==> config.mk <==
export PLATFORM = sky130hd
export DESIGN_NAME = vehicle_sensor_conditioner
export DESIGN_NICKNAME = d
export VERILOG_FILES = /design/src/rtl/tlc_pkg.sv /design/src/rtl/sensor_debounce.sv /design/src/rtl/vehicle_sensor_conditioner.sv
export SDC_FILE = /design/constraint.sdc
export NUM_CORES = 1
export LEC_CHECK = 0
export BUFFER_PORTS_ARGS = -buffer_cell sky130_fd_sc_hd__buf_2
export CAP_MARGIN = 30
export CORE_MARGIN = 1.5
export CORE_UTILIZATION = 50
export CTS_BUF_LIST = sky130_fd_sc_hd__clkbuf_4 sky130_fd_sc_hd__clkbuf_8
export DETAILED_ROUTE_END_ITERATION = 10
export MAX_ROUTING_LAYER = met4
export PLACE_DENSITY_LB_ADDON = 0.08
export REMOVE_ABC_BUFFERS = 1
export SLEW_MARGIN = 20
export SYNTH_ARGS = -nofsm -noshare
export SYNTH_HDL_FRONTEND = slang
export SYNTH_HIERARCHICAL = 1
export SYNTH_SLANG_ARGS = --single-unit
==> constraint.sdc <==
create_clock -name clk -period 2.2 [get_ports clk]
set_input_delay 0.33 -clock clk [delete_from_list [all_inputs] [get_ports clk]]
set_output_delay 0.33 -clock clk [all_outputs]
set_load 0.01 [all_outputs]
==> src/rtl/tlc_pkg.sv <==
// Shared types and default constants for the traffic-light controller front end.
package tlc_pkg;

    typedef enum logic [1:0] {
        ST_IDLE     = 2'd0,
        ST_RISE_CHK = 2'd1,
        ST_HIGH     = 2'd2,
        ST_FALL_CHK = 2'd3
    } deb_state_e;

    localparam int DEF_DEBOUNCE_CYCLES = 4;
    localparam int DEF_CNT_W           = 4;
    localparam int DEF_STUCK_CYCLES    = 64;

endpackage

==> src/rtl/sensor_debounce.sv <==
// Two-flop synchroniser plus debounce FSM for the farm-road loop detector.
//
//   state       | meaning
//   ------------+---------------------------------------------------------
//   ST_IDLE     | no vehicle, waiting for a high synchronised sample
//   ST_RISE_CHK | counting consecutive high samples before accepting arrival
//   ST_HIGH     | vehicle present, arrival already counted
//   ST_FALL_CHK | counting consecutive low samples before declaring departure
module sensor_debounce
    import tlc_pkg::*;
#(
    parameter int DEBOUNCE_CYCLES = DEF_DEBOUNCE_CYCLES
) (
    input  logic       clk,
    input  logic       rst_n,
    input  logic       ena,
    input  logic       sensor_raw,
    output logic       arrival_pulse,
    output logic       arrival,
    output logic       to_idle,
    output deb_state_e state
);

    localparam int DW = (DEBOUNCE_CYCLES > 1) ? $clog2(DEBOUNCE_CYCLES) : 1;
    localparam logic [DW-1:0] DLAST = DW'(DEBOUNCE_CYCLES - 1);
    localparam logic [DW-1:0] DONE  = DW'(1);

    logic          s1_q;
    logic          s2_q;
    deb_state_e    state_q;
    logic [DW-1:0] dcnt_q;
    logic          arrival_pulse_q;

    // The synchroniser runs regardless of ena so a re-enable sees fresh samples.
    always_ff @(posedge clk or negedge rst_n) begin
        if (!rst_n) begin
            s1_q <= 1'b0;
            s2_q <= 1'b0;
        end else begin
            s1_q <= sensor_raw;
            s2_q <= s1_q;
        end
    end

    always_ff @(posedge clk or negedge rst_n) begin
        if (!rst_n) begin
            state_q         <= ST_IDLE;
            dcnt_q          <= '0;
            arrival_pulse_q <= 1'b0;
        end else begin
            arrival_pulse_q <= 1'b0;
            if (ena) begin
                case (state_q)
                    ST_IDLE: begin
                        if (s2_q) begin
                            state_q <= ST_RISE_CHK;
                            dcnt_q  <= DONE;
                        end
                    end
                    ST_RISE_CHK: begin
                        if (!s2_q) begin
                            state_q <= ST_IDLE;
                            dcnt_q  <= '0;
                        end else if (dcnt_q == DLAST) begin
                            state_q         <= ST_HIGH;
                            dcnt_q          <= '0;
                            arrival_pulse_q <= 1'b1;
                        end else begin
                            dcnt_q <= dcnt_q + DONE;
                        end
                    end
                    ST_HIGH: begin
                        if (!s2_q) begin
                            state_q <= ST_FALL_CHK;
                            dcnt_q  <= DONE;
                        end
                    end
                    ST_FALL_CHK: begin
                        // A bounce back high is the same vehicle, not a new arrival.
                        if (s2_q) begin
                            state_q <= ST_HIGH;
                            dcnt_q  <= '0;
                        end else if (dcnt_q == DLAST) begin
                            state_q <= ST_IDLE;
                            dcnt_q  <= '0;
                        end else begin
                            dcnt_q <= dcnt_q + DONE;
                        end
                    end
                    default: begin
                        state_q <= ST_IDLE;
                        dcnt_q  <= '0;
                    end
                endcase
            end
        end
    end

    // Same-edge strobes so the top level updates its registers with the FSM.
    always_comb begin
        arrival = 1'b0;
        to_idle = 1'b0;
        if (ena) begin
            arrival = (state_q == ST_RISE_CHK) && s2_q && (dcnt_q == DLAST);
            to_idle = ((state_q == ST_RISE_CHK) && !s2_q) ||
                      ((state_q == ST_FALL_CHK) && !s2_q && (dcnt_q == DLAST));
        end
    end

    assign arrival_pulse = arrival_pulse_q;
    assign state         = state_q;

endmodule

==> src/rtl/vehicle_sensor_conditioner.sv <==
// Turns the raw loop-detector level into a held vehicle request with arrival
// counting and a stuck-high fail-safe.
module vehicle_sensor_conditioner
    import tlc_pkg::*;
#(
    parameter int DEBOUNCE_CYCLES = DEF_DEBOUNCE_CYCLES,
    parameter int CNT_W           = DEF_CNT_W,
    parameter int STUCK_CYCLES    = DEF_STUCK_CYCLES
) (
    input  logic             clk,
    input  logic             rst_n,
    input  logic             ena,
    input  logic             sensor_raw,
    input  logic             serve_ack,
    output logic             car_req,
    output logic [CNT_W-1:0] vehicle_count,
    output logic             arrival_pulse,
    output logic             stuck_fault
);

    localparam int SW = $clog2(STUCK_CYCLES + 1);
    localparam logic [SW-1:0]    SMAX = SW'(STUCK_CYCLES);
    localparam logic [CNT_W-1:0] CMAX = '1;

    deb_state_e       deb_state;
    logic             arrival;
    logic             to_idle;

    logic [CNT_W-1:0] cnt_q, cnt_d;
    logic [SW-1:0]    scnt_q, scnt_d;
    logic             stuck_q, stuck_d;
    logic             car_req_q, car_req_d;

    sensor_debounce #(
        .DEBOUNCE_CYCLES (DEBOUNCE_CYCLES)
    ) u_deb (
        .clk           (clk),
        .rst_n         (rst_n),
        .ena           (ena),
        .sensor_raw    (sensor_raw),
        .arrival_pulse (arrival_pulse),
        .arrival       (arrival),
        .to_idle       (to_idle),
        .state         (deb_state)
    );

    always_comb begin
        cnt_d     = cnt_q;
        scnt_d    = scnt_q;
        stuck_d   = stuck_q;
        car_req_d = car_req_q;
        if (ena) begin
            if (serve_ack && arrival) begin
                cnt_d = CNT_W'(1);
            end else if (serve_ack) begin
                cnt_d = '0;
            end else if (arrival && (cnt_q != CMAX)) begin
                cnt_d = cnt_q + CNT_W'(1);
            end

            if ((deb_state == ST_HIGH) || (deb_state == ST_FALL_CHK)) begin
                if (scnt_q != SMAX) begin
                    scnt_d = scnt_q + SW'(1);
                end
            end else begin
                scnt_d = '0;
            end

            // Only a genuine departure back to IDLE proves the loop is not stuck.
            if (to_idle) begin
                stuck_d = 1'b0;
            end else if (scnt_d == SMAX) begin
                stuck_d = 1'b1;
            end

            car_req_d = (cnt_d != '0) || stuck_d;
        end
    end

    always_ff @(posedge clk or negedge rst_n) begin
        if (!rst_n) begin
            cnt_q     <= '0;
            scnt_q    <= '0;
            stuck_q   <= 1'b0;
            car_req_q <= 1'b0;
        end else begin
            cnt_q     <= cnt_d;
            scnt_q    <= scnt_d;
            stuck_q   <= stuck_d;
            car_req_q <= car_req_d;
        end
    end

    assign vehicle_count = cnt_q;
    assign stuck_fault   = stuck_q;
    assign car_req       = car_req_q;

endmodule

# After elaboration in Yosys (flattened, before gate mapping)
# Index checks and enable logic that the tools add are counted.
# word_totals
word_cells	66
output_inout_bits	7
regBits	20
# classes
n_reduce_logical	15
n_mux	28
eq_ne	11
n_addsub	3
# op_table
op	n
two-way mux 7 bit	3
two-way mux 2 bit	10
two-way mux 4 bit	4
one-hot mux 2 bit (4 select lines)	2
two-way mux 1 bit	9
adder 7 x 1 -> 7 bit (second input constant)	1
== test 7 bit (second input constant)	1
logical AND 1 bit	7
!= test 7 bit (second input constant)	1
== test 2 bit (second input constant)	3
AND reduction 5 bit	1
adder 4 x 1 -> 4 bit (second input constant)	1
!= test 4 bit (second input constant)	1
nonzero test 4 bit	1
logical OR 1 bit	3
!= test 3 x 1 -> 1 bit (second input constant)	1
!= test 3 bit (second input constant)	1
AND reduction 3 bit	1
adder 2 x 1 -> 2 bit (second input constant)	1
== test 2 x 1 -> 1 bit (second input constant)	1
zero test 2 bit	1
!= test 2 x 1 -> 1 bit (second input constant)	1
!= test 2 bit (second input constant)	1
zero test 1 bit	1

# Depth between registers and ports, before layout
# depth
ltp_word	11
depth_mapped	9
depth_no_buf	8

# Cells and area by module
# Netlist, hierarchy kept.
# by_module_without_submodules
module	area_per_inst_um2	instances	seq_area_each_um2	cells_each
vehicle_sensor_conditioner	902.1	1	325.3	106
sensor_debounce	300.3	1	175.2	26

# Worst setup path before layout
# OpenSTA, ideal clock, no wires.
# synth_path
kind	register -> register
startpoint	reg u_deb.dcnt_q[0]
endpoint	reg car_req_q (netlist: car_req)
n_path_buf	1
required_ns	2.062
stages_incl_launch_ff	10
setup_ns	0.138
setup_slack_ns	0.215
arrival_time_ns	1.848
path_cell_list	dfrtp_1 -> ha_1 -> nand3_1 -> nor3b_1 -> buf_2 -> nand4_1 -> o21ai_1 -> a41oi_1 -> o32ai_1 -> o41ai_2
# synth_via
elab_chain_cells	10
elab_cells_between_ends	16
# synth_lines
item	line	rtl
start: declaration	sensor_debounce.sv:31	logic [DW-1:0] dcnt_q;
start signal: assignment	sensor_debounce.sv:69	dcnt_q <= dcnt_q + DONE;
start signal: assignment	sensor_debounce.sv:87	dcnt_q <= dcnt_q + DONE;
== test 2 bit (*)	sensor_debounce.sv:104	arrival = (state_q == ST_RISE_CHK) && s2_q && (dcnt_q == DLAST);
logical AND 1 bit (*)	sensor_debounce.sv:104	
two-way mux 1 bit (*)	sensor_debounce.sv:103	if (ena) begin
net arrival	vehicle_sensor_conditioner.sv:26	logic arrival;
logical AND 1 bit	vehicle_sensor_conditioner.sv:57	end else if (arrival && (cnt_q != CMAX)) begin
two-way mux 4 bit	vehicle_sensor_conditioner.sv:57	
two-way mux 4 bit	vehicle_sensor_conditioner.sv:55	end else if (serve_ack) begin
two-way mux 4 bit (*)	vehicle_sensor_conditioner.sv:53	if (serve_ack && arrival) begin
two-way mux 4 bit (*)	vehicle_sensor_conditioner.sv:52	if (ena) begin
nonzero test 4 bit (*)	vehicle_sensor_conditioner.sv:76	car_req_d = (cnt_d != '0) || stuck_d;
logical OR 1 bit (*)	vehicle_sensor_conditioner.sv:76	
end signal: assignment	vehicle_sensor_conditioner.sv:90	car_req_q <= car_req_d;
end: declaration	vehicle_sensor_conditioner.sv:32	logic car_req_q, car_req_d;
# Mark *: on every way through the listed nets, which the timed path passes. The rest lies on a longest branch. The select of a mux whose other input is x is not followed.
# A chain may end at the register's enable or synchronous reset.

# Worst setup path after layout
# Ends and elaborated chain as after synthesis.

==> summary.txt <==
Status
  • Status: completed

STA
  • Fmax: roughly 490 MHz
  • Final Cycle Share: 0.9281
  • RSZ-0062 raised after global routing: false
  • Worst Skew: just over 0.008 ns
  • Min cycle time layout: 2.042 ns
  • Slew HR: 0.7132
  • Setup TNS Final: 0 ns
  • Slew @ Worst Pin: around 0.43 ns
  • Max-slew violation count: 0
  • Setup violators final: 0
  • Hold Violations, Final: 0

Global route
  • Global-route wire length before repair: around 4500 µm
  • GR Overflow Total: 0
  • Number of global-route vias before repair: 984
  • Largest net degree at the start of global routing: 25
  • Initial antenna violation count: 0
  • All-Layer GR Usage: 0.2291

Clock tree
  • Num Clock Sinks: 20
  • Longest Clk Path Bufs: 2
  • Clk Tree Root Cell: clkbuf_4
  • Clk_lat worst skew: 0.30 ns
  • CTS Buf Count: 3
  • TritonCTS clock tree: done
  • Reg clk slew, reported paths: 0.12 ns
  • H-tree Lvls: 1

Pwr
  • P per Cell Area: approximately 800 nW/µm²
  • Total power: 1137 µW
  • Max VDD drop: 0.5538 mV
  • Static Leakage: between 0.0006 and 0.0007 µW

Yosys
  • Ys async rst share: 1.000
  • Mapped Area: 1202 µm²
  • Post-Synthesis Cells: about 130
  • Synth cell types: 46
  • Most frequent cell after synthesis: dfrtp_1
  • Main flop type after synthesis: dfrtp_1
  • Number of flops mapped to enable cells by yosys: 0
  • Synth top area cells: dfrtp_1, ha_1, nand2_1
  • Yosys reg bits: 20
  • Syn avg cell area: a little over 9 µm²
  • Synth top area share: 0.4162
  • Synth Warn #: 6
  • Seq/Total Area, Yosys: 0.4162
  • Area leader, netlist: dfrtp_1
  • Top cells by count, synth: dfrtp_1, nand2_1, nor2_1

Place
  • Port Buffers: 11
  • Placer's final routability congestion estimate: 0.9226
  • HPWL Detailed: 1865 µm

Flow run
  • MaxCap Viol Count: 0

Critical path
  • Reg2Reg Launch Point: u_deb/dcnt_q[0]
  • Worst endpoint required time: between 2 and 2.5 ns
  • Crit. End Element: flip-flop
  • CP cell instances: ha_1, nand3_2, nor3b_2, buf_4, nand4_1, o21ai_1, a41oi_1, o32ai_2, o41ai_2
  • Slowest cell on crit path: dfrtp_1
  • Crit path DAT: 2.23 ns
  • Startpoint Class: flip-flop
  • Worst r2r path cells: 9
  • WS Path Type: flip-flop to flip-flop
  • Worst-path fanout max: 6
  • Max stage delay on crit path: 0.39 ns
  • Worst Setup SP: u_deb/dcnt_q[0]

Cells and area
  • Antenna diodes: 0
  • Layout area overhead: 16.86%
  • Fillers: ~210
  • Share of layout cells above drive strength 1: 0.2185
  • Final core occ: 0.6291
  • Layout Nets: about 160

Min path
  • Worst hold-check path type: primary input to flip-flop
  • Hold Path Origin: sensor_raw
  • Hold path cells: 1

Drt
  • WL final: 2653 µm
  • Drt first pass iters: 4
  • Remaining DRCs: 0
  • Iteration-0 DRC Markers: 20
  • Vias: 1,079
  • Antenna viol nets, final: 0
  • Via/cell ratio: 6.028
  • Drt wl/cell: 14.82 µm

Floorplan
  • Core area: 2233 µm²
  • Die Ht: between 50 and 60 µm
  • Cell Rows: 17
  • DIE AREA: approximately 2700 µm²
  • I/O pin count: 12
  • Die Width: 52.04 µm
  • Starting density of the core: 0.5384
-- metrics by stage --
stage | instances | cell area [µm²] | setup slack, ns | hold slack [ns]
after CTS | 177 | 1373 | 0.05102 | 0.1172
after detailed placement | 172 | 1310 | 0.06981 | 0.3058
final | 179 | 1405 | 0.1582 | 0.1276
after global routing | 179 | 1405 | 0.005015 | 0.1198
after global placement | 172 | 1310 | 0.1128 | 0.2970
after floorplan | 129 | 1190 | -0.1825 | 0.03441
-- cell type report --
| cell class | count | area [µm²] | area share |
|---|---|---|---|
| multi-input combinational | 100 | 673.1 | 0.4791 |
| sequential | 20 | 500.5 | 0.3562 |
| timing repair buffer | 18 | 110.1 | 0.07836 |
| tap | 28 | 35.03 | 0.02493 |
| inverter | 9 | 33.78 | 0.02404 |
| clock inverter | 1 | 30.03 | 0.02137 |
| clock buffer | 3 | 22.52 | 0.01603 |
-- critical path, delay by kind of cell (launching register included) --
family,cells,cell delay (ns)
compound gates,4,0.74
simple gates,3,0.45
flops,1,0.39
fa+ha+maj,1,0.21
buf+inv,1,0.16
-- where the power goes --
group	internal, µW	leakage [µW]	switching (µW)	total (µW)
logic	153	0.000340	189	343
clock network	184	0.0000279	116	299
registers	428	0.000265	66.6	495
total	765	0.000633	372	1140
-- per-layer routing --
layer	GRT usage	vias to the layer above	wire length [µm]
li1	-	533	-
met1	0.3395	521	1338
met2	0.3270	21	1209
met3	0.03161	4	87
met4	0.06579	0	18
met5	-	-	0
-- timing repair --
item | CTS | global route
setup buffers | 0 | 2
endpoints found under the setup margin | 0 | 1
gates resized for setup | 0 | 3
endpoints found under the hold margin | 20 | 0
hold buffers | 1 | 0
-- path summary, 6_finish.rpt --
kind	to	slack [ns]
setup reg to reg	car_req	0.16
min in group asynchronous	asynchronous set/reset pin	0.49
hold reg to reg	u_deb/s2_q	0.36
hold / removal	u_deb/s1_q	0.13
max in group asynchronous	scnt_q[1]	1.41
setup / recovery	car_req	0.16
-- cells by family after synthesis --
logic type | Yosys count | synth area share
flip-flops | 20 | 0.4162
buffers and inverters | 12 | 0.03850
multiplexers | 2 | 0.01873
AO/OA/AOI/OAI | 41 | 0.2321
XOR/XNOR | 2 | 0.02082
adder cells (fa/ha/maj) | 4 | 0.04162
AND/OR/NAND/NOR | 51 | 0.2321
-- registers in the layout, summed over array words and instances (netlist names), named ones only --
name                 flops
scnt_q                   7
vehicle_count            4
u_deb/dcnt_q             2
car_req                  1
stuck_fault              1
u_deb/arrival_pulse      1
u_deb/s1_q               1
u_deb/s2_q               1
u_deb/state              1
-- placed cells by master (no fill, tap or decap), types with 2 or more instances in the layout --
cell,Yosys,routed
a22o_1,4,4
o21ai_1,7,7
clkbuf_4,0,3
nand3_1,8,7
o21ai_0,8,8
buf_2,1,11
mux2_2,2,2
nor2_1,9,9
dfrtp_1,20,20
nor3_1,3,3
ha_1,4,4
a31oi_1,2,2
nand4_1,2,2
buf_4,0,6
inv_1,8,8
and3_1,3,3
a21oi_1,6,6
nand2_1,12,12
(Power assumes the default switching activity.)
